## src/rtl/game_pkg.sv

```systemverilog
// Shared game-control types and constants.
// Holds the acceleration width, steering codes, button bit positions, the
// throttle mode enum, the per-car control payload and the steering encoder.
package game_pkg;

  localparam int unsigned ACC_WIDTH   = 3;
  localparam int unsigned OMEGA_WIDTH = 2;
  localparam int unsigned NUM_BTN     = 4;
  localparam int unsigned NUM_CARS    = 2;

  localparam logic [OMEGA_WIDTH-1:0] OMEGA_POS  = 2'b10;
  localparam logic [OMEGA_WIDTH-1:0] OMEGA_NEG  = 2'b00;
  localparam logic [OMEGA_WIDTH-1:0] OMEGA_HOLD = 2'b01;

  localparam int unsigned BTN_GAS   = 3;
  localparam int unsigned BTN_BRAKE = 2;
  localparam int unsigned BTN_LEFT  = 1;
  localparam int unsigned BTN_RIGHT = 0;

  typedef enum logic [1:0] {
    COAST = 2'd0,
    ACCEL = 2'd1,
    BRAKE = 2'd2
  } throttle_mode_t;

  // Per-car payload handed to game control.
  typedef struct packed {
    logic [ACC_WIDTH-1:0]   acc;
    logic [OMEGA_WIDTH-1:0] omega;
  } car_ctrl_t;

  // Left alone turns +1, right alone turns -1, anything else holds.
  function automatic logic [OMEGA_WIDTH-1:0] steer_code(input logic left, input logic right);
    logic [OMEGA_WIDTH-1:0] code;
    case ({left, right})
      2'b10:   code = OMEGA_POS;
      2'b01:   code = OMEGA_NEG;
      default: code = OMEGA_HOLD;
    endcase
    return code;
  endfunction

endpackage

```

## src/rtl/button_debouncer.sv

```systemverilog
// Single-button synchroniser plus debouncer.
// Ports: i_clk, i_rst_n (async active-low), i_btn (raw, asynchronous),
//        o_db (debounced level, flips after DEBOUNCE_CYCLES stable cycles).
module button_debouncer #(
  parameter int unsigned DEBOUNCE_CYCLES = 250000
) (
  input  logic i_clk,
  input  logic i_rst_n,
  input  logic i_btn,
  output logic o_db
);

  localparam int unsigned CNT_W = (DEBOUNCE_CYCLES > 1) ? $clog2(DEBOUNCE_CYCLES) : 1;
  localparam logic [CNT_W-1:0] CNT_LAST = CNT_W'(DEBOUNCE_CYCLES - 1);

  logic             meta;
  logic             sync;
  logic [CNT_W-1:0] cnt;

  // Two-flop synchroniser for the asynchronous button.
  always_ff @(posedge i_clk or negedge i_rst_n) begin
    if (!i_rst_n) begin
      meta <= 1'b0;
      sync <= 1'b0;
    end else begin
      meta <= i_btn;
      sync <= meta;
    end
  end

  // Count consecutive disagreeing cycles; accept the new level on the last one.
  always_ff @(posedge i_clk or negedge i_rst_n) begin
    if (!i_rst_n) begin
      cnt  <= '0;
      o_db <= 1'b0;
    end else if (sync == o_db) begin
      cnt <= '0;
    end else if (cnt == CNT_LAST) begin
      cnt  <= '0;
      o_db <= ~o_db;
    end else begin
      cnt <= cnt + CNT_W'(1);
    end
  end

endmodule

```

## src/rtl/car_input_encoder.sv

```systemverilog
// Converts raw player buttons into per-car throttle level and steering code.
// Ports: i_clk, i_rst_n (async active-low), i_frame_tick (frame pulse),
//        i_car1_btn / i_car2_btn (raw {gas, brake, left, right}),
//        o_car1_acc / o_car2_acc (ramped level 0..ACC_MAX),
//        o_car1_omega / o_car2_omega (steering code),
//        o_car1_btn_db / o_car2_btn_db (debounced buttons).
module car_input_encoder
  import game_pkg::*;
#(
  parameter int unsigned DEBOUNCE_CYCLES = 250000,
  parameter int unsigned RAMP_FRAMES     = 4,
  parameter int unsigned ACC_MAX         = 7
) (
  input  logic                   i_clk,
  input  logic                   i_rst_n,
  input  logic                   i_frame_tick,
  input  logic [NUM_BTN-1:0]     i_car1_btn,
  input  logic [NUM_BTN-1:0]     i_car2_btn,
  output logic [ACC_WIDTH-1:0]   o_car1_acc,
  output logic [ACC_WIDTH-1:0]   o_car2_acc,
  output logic [OMEGA_WIDTH-1:0] o_car1_omega,
  output logic [OMEGA_WIDTH-1:0] o_car2_omega,
  output logic [NUM_BTN-1:0]     o_car1_btn_db,
  output logic [NUM_BTN-1:0]     o_car2_btn_db
);

  localparam int unsigned RAMP_W = (RAMP_FRAMES > 1) ? $clog2(RAMP_FRAMES) : 1;
  localparam logic [RAMP_W-1:0]    RAMP_LAST = RAMP_W'(RAMP_FRAMES - 1);
  localparam logic [ACC_WIDTH-1:0] ACC_TOP   = ACC_WIDTH'(ACC_MAX);

  logic [NUM_BTN-1:0] raw  [NUM_CARS];
  logic [NUM_BTN-1:0] db   [NUM_CARS];
  car_ctrl_t          ctrl [NUM_CARS];

  assign raw[0] = i_car1_btn;
  assign raw[1] = i_car2_btn;

  for (genvar c = 0; c < NUM_CARS; c++) begin : g_car

    logic [NUM_BTN-1:0] db_c;

    for (genvar b = 0; b < NUM_BTN; b++) begin : g_btn
      button_debouncer #(
        .DEBOUNCE_CYCLES(DEBOUNCE_CYCLES)
      ) u_debouncer (
        .i_clk  (i_clk),
        .i_rst_n(i_rst_n),
        .i_btn  (raw[c][b]),
        .o_db   (db_c[b])
      );
    end

    assign db[c] = db_c;

    throttle_mode_t         mode_q,  mode_d, tick_mode;
    logic [RAMP_W-1:0]      ramp_q,  ramp_d;
    logic [ACC_WIDTH-1:0]   acc_q,   acc_d;
    logic [OMEGA_WIDTH-1:0] omega_q, omega_d;

    // Throttle/steering state register.
    always_ff @(posedge i_clk or negedge i_rst_n) begin
      if (!i_rst_n) begin
        mode_q  <= COAST;
        ramp_q  <= '0;
        acc_q   <= '0;
        omega_q <= OMEGA_HOLD;
      end else begin
        mode_q  <= mode_d;
        ramp_q  <= ramp_d;
        acc_q   <= acc_d;
        omega_q <= omega_d;
      end
    end

    // Frame-tick update: brake beats gas; a mode change restarts the ramp.
    always_comb begin
      mode_d    = mode_q;
      ramp_d    = ramp_q;
      acc_d     = acc_q;
      omega_d   = omega_q;
      tick_mode = COAST;
      if (db_c[BTN_BRAKE]) begin
        tick_mode = BRAKE;
      end else if (db_c[BTN_GAS]) begin
        tick_mode = ACCEL;
      end

      if (i_frame_tick) begin
        omega_d = steer_code(db_c[BTN_LEFT], db_c[BTN_RIGHT]);
        if (tick_mode != mode_q) begin
          mode_d = tick_mode;
          ramp_d = '0;
          if (tick_mode == BRAKE) begin
            acc_d = '0;
          end
        end else if (tick_mode == BRAKE) begin
          acc_d  = '0;
          ramp_d = '0;
        end else if (ramp_q == RAMP_LAST) begin
          ramp_d = '0;
          if (tick_mode == ACCEL) begin
            if (acc_q < ACC_TOP) begin
              acc_d = acc_q + ACC_WIDTH'(1);
            end
          end else if (acc_q != '0) begin
            acc_d = acc_q - ACC_WIDTH'(1);
          end
        end else begin
          ramp_d = ramp_q + RAMP_W'(1);
        end
      end
    end

    assign ctrl[c] = car_ctrl_t'{acc: acc_q, omega: omega_q};

  end

  assign o_car1_acc    = ctrl[0].acc;
  assign o_car2_acc    = ctrl[1].acc;
  assign o_car1_omega  = ctrl[0].omega;
  assign o_car2_omega  = ctrl[1].omega;
  assign o_car1_btn_db = db[0];
  assign o_car2_btn_db = db[1];

endmodule

```

## config.mk

```make
export PLATFORM = sky130hd
export DESIGN_NAME = car_input_encoder
export DESIGN_NICKNAME = d
export VERILOG_FILES = /design/src/rtl/game_pkg.sv /design/src/rtl/button_debouncer.sv /design/src/rtl/car_input_encoder.sv
export SDC_FILE = /design/constraint.sdc
export NUM_CORES = 1
export LEC_CHECK = 0
export ABC_AREA = 1
export CAP_MARGIN = 20
export CORE_ASPECT_RATIO = 0.75
export CORE_MARGIN = 1.5
export CORE_UTILIZATION = 30
export CTS_BUF_LIST = sky130_fd_sc_hd__clkbuf_8
export DETAILED_ROUTE_END_ITERATION = 7
export DONT_BUFFER_PORTS = 1
export MAX_ROUTING_LAYER = met4
export PLACE_DENSITY = 0.47
export SYNTH_ARGS = -nofsm -noshare
export SYNTH_HDL_FRONTEND = slang
export SYNTH_SLANG_ARGS = --single-unit
```

## constraint.sdc

```tcl
create_clock -name i_clk -period 4.5 [get_ports i_clk]
set_input_delay 0.225 -clock i_clk [delete_from_list [all_inputs] [get_ports i_clk]]
set_output_delay 0.225 -clock i_clk [all_outputs]
set_load 0.005 [all_outputs]
```

==> flow_summary.ini <==
[sta]
setup_tns_ns = 0
setup_violations = 0
setup_ws_ns = 2.65
worstMarginPinSlew_ns = 1.08
max_clock_freq_mhz = 541
grt_setup_unrepaired = false
fin_worst_skew_ns = 0.0150
hold_viol_final = 0
drv_slew = 0
slew_headroom = 0.281
finalCriticalPeriod_ns = 1.85
fin_crit_sh = 0.411

[floorplan]
coreArea_mm2 = 0.0326
row_count = 57
design.die.area_mm2 = 0.0344
die_h_um = 161
ios = 29
initial_core_util = 0.306
die_w_um = 214

[clock_tree]
cts_buffer_depth = 2
h-tree-depth = 4
insertion_delay_ns = 0.48
path_clk_slew_ns = 0.10
cts_tree = yes
post-cts-setup-buffers = 0
cts_resized = 0
cts.sinks = 186
cts-buffers-inserted = 17
ctsHoldBuffers = 11
cts_root_buf = clkbuf_8

[grt]
grt_pass1_wl_um = 35900
track_usage = 0.134
antenna_found_initial = 0
grt_max_degree = 187
overflow = 0
grt_pass1_vias = 7234

[placement]
port_buffers = 0
place_ws_ns = 2.86
place_congestion = 0.815
placedCellCount = 1733
dp_hpwl_um = 14800

[finish]
area_growth_pct = 10.1
finalNonFillerCells = 1776
fin_util = 0.337
antenna_cells = 0
fill_cells = 3450
final_nets = 1346
drive_above_1_share = 0.0630

[yosys]
syn-num-nets = 1339
yosysSeqAreaShare = 0.467
synth_cell_types = 35
ys_ff_latch = 186
synthCells = 1314
syn_area_mm2 = 0.00998
syn_avg_cell_area_um2 = 7.59
yosysWarnings = 0

[routing]
vias = 7687
totalWireLength_um = 21100
wl_per_cell_um = 11.9
remaining_drc_errors = 0
dr.pass1.iters = 5
ant_nets = 0
viasPerCell = 4.33
drt_iter0_markers = 499

[worst_setup_path]
cp_data_arrival_time_ns = 2.22
crit_type = in2reg
slowest_stage = dlygate4sd3_1
worst_path_most_repeated_cell = nand2_1
worstPathCellList = dlygate4sd3_1, inv_2, nor2_1, nand2_1, nand2_1, nand2_1
start_kind = input pin
critical_path.max_stage_delay_ns = 1.09
cp.required_ns = 4.87
worstPathMaxFanout = 13
cp-end-kind = flip-flop

[pwr]
ir_drop_uv = 174
p_leak_nw = 4.91
finalPower_mw = 3.18
cellPowerDensity_mw_per_mm2 = 290

[run]
maxCapViolations = 0

[min_path]
hold_path_class = in2reg

[run_status]
status = finished, final reports clean
-- cells in the final DEF (no fill, tap or decap), types with 3 or more instances in the layout --
master,instances
nor2_4,3
nand3_2,3
nand2_1,295
nor3_4,4
dfrtp_1,184
xnor2_1,26
nor3_1,25
nand4_1,37
bufinv_16,4
xor2_1,38
nor3b_1,3
o21ai_0,8
nand3b_1,11
ha_1,12
nand3_1,93
inv_2,7
inv_1,154
nand2_2,13
dlygate4sd3_1,10
nor2_2,13
o21ai_1,3
a21oi_1,28
nor2_1,316
clkinv_4,3
clkbuf_8,18
-- worst max-delay path: cells and delay by family --
family | cells | cell delay (ns)
buffers and inverters | 2 | 1.43
and+or+nand+nor | 4 | 0.56
-- power breakdown --
part | total [mW] | switching [mW] | internal [mW] | leakage, nW
Sequential | 1.74 | 0.0283 | 1.71 | 2.53
Clock | 1.29 | 0.656 | 0.636 | 0.232
Combinational | 0.151 | 0.104 | 0.0466 | 2.15
Total | 3.18 | 0.789 | 2.39 | 4.91
-- layout make-up --
| class | instances | area (um^2) | share of cell area |
|---|---|---|---|
| Tap cell | 442 | 553 | 0.0503 |
| Clock inverter | 14 | 214 | 0.0195 |
| Clock buffer | 18 | 248 | 0.0226 |
| Inverter | 160 | 601 | 0.0547 |
| Sequential cell | 186 | 4660 | 0.424 |
| Timing Repair Buffer | 11 | 128 | 0.0116 |
| Multi-Input combinational cell | 945 | 4590 | 0.417 |
-- synth_stat cells --
cell type,instances,area share
nor2_1,316,0.12
nand2_1,295,0.11
dfrtp_1,184,0.46
inv_1,153,0.058
nand3_1,93,0.047
xor2_1,38,0.033
nand4_1,37,0.023
a21oi_1,28,0.014
xnor2_1,26,0.023
nor3_1,25,0.013
buf_2,13,0.0065
nand2_2,13,0.0081
nor2_2,13,0.0081
ha_1,12,0.015
nand3b_1,11,0.0083
buf_4,9,0.0068
o21ai_0,8,0.0040
inv_2,7,0.0026
nor3_4,4,0.0065
nand3_2,3,0.0030
nor2_4,3,0.0034
nor3b_1,3,0.0023
o21ai_1,3,0.0015
dfstp_2,2,0.0053
fa_1,2,0.0040
mux2i_1,2,0.0020
nor3_2,2,0.0020
xnor2_2,2,0.0033
a21o_1,1,0.00075
a21oi_2,1,0.00088
a31o_2,1,0.00088
a31oi_1,1,0.00063
clkbuf_1,1,0.00038
o21bai_1,1,0.00075
xor2_2,1,0.0016
-- flip-flops by register name, summed over array words and instances, names as in the netlist --
name and count:
g_car.g_btn.u_debouncer.cnt 144, g_car.g_btn.u_debouncer.meta 8, g_car.g_btn.u_debouncer.o_db 8, g_car.g_btn.u_debouncer.sync 8, g_car.mode_q 4, g_car.ramp_q 4, o_car1_acc 3, o_car2_acc 3
o_car1_omega 2, o_car2_omega 2
-- logic make-up after synthesis --
group,Yosys count,synth area share
and+or+nand+nor,818,0.354
muxes,2,0.00201
xor gates and xnor gates,67,0.0611
adders and majority gates,14,0.0191
DFF,186,0.467
AOI/OAI and AO/OA,44,0.0234
buffers and inverters,183,0.0738
-- path summary, 6_finish.rpt --
path	from	to	slack, ns	cells after the start
max in group asynchronous	i_rst_n	g_car[0].g_btn[2].u_debouncer.cnt[13]$_DFF_PN0_	3.28	2
setup reg to reg	g_car[1].g_btn[1].u_debouncer.cnt[0]$_DFF_PN0_	g_car[1].g_btn[1].u_debouncer.cnt[7]$_DFF_PN0_	2.83	8
hold reg to reg	g_car[0].g_btn[1].u_debouncer.meta$_DFF_PN0_	g_car[0].g_btn[1].u_debouncer.sync$_DFF_PN0_	0.36	0
min in group asynchronous	i_rst_n	g_car[1].g_btn[3].u_debouncer.cnt[17]$_DFF_PN0_	0.31	2
setup / recovery	i_frame_tick	o_car2_acc[0]$_DFFE_PN0P_	2.65	6
hold / removal	i_car2_btn[0]	g_car[1].g_btn[0].u_debouncer.meta$_DFF_PN0_	0.29	1
-- layer usage --
metal,vias to the layer above,share of wire,wire [um],track usage
met4,0,0.0085,180,0.0307
met5,-,0,0,-
met1,3508,0.56,11800,0.196
met3,11,0.030,622,0.0311
met2,69,0.40,8440,0.186
li1,4099,-,-,-
-- metrics by stage --
stage | cell area (um^2) | hold slack (ns)
finish | 11000 | 0.287
global route | 11000 | 0.232
CTS | 11000 | 0.229
detailed placement | 10400 | -0.0645
global placement | 10400 | -0.0645
floorplan | 9980 | -0.0706
Power figures use the tool's default switching activity.
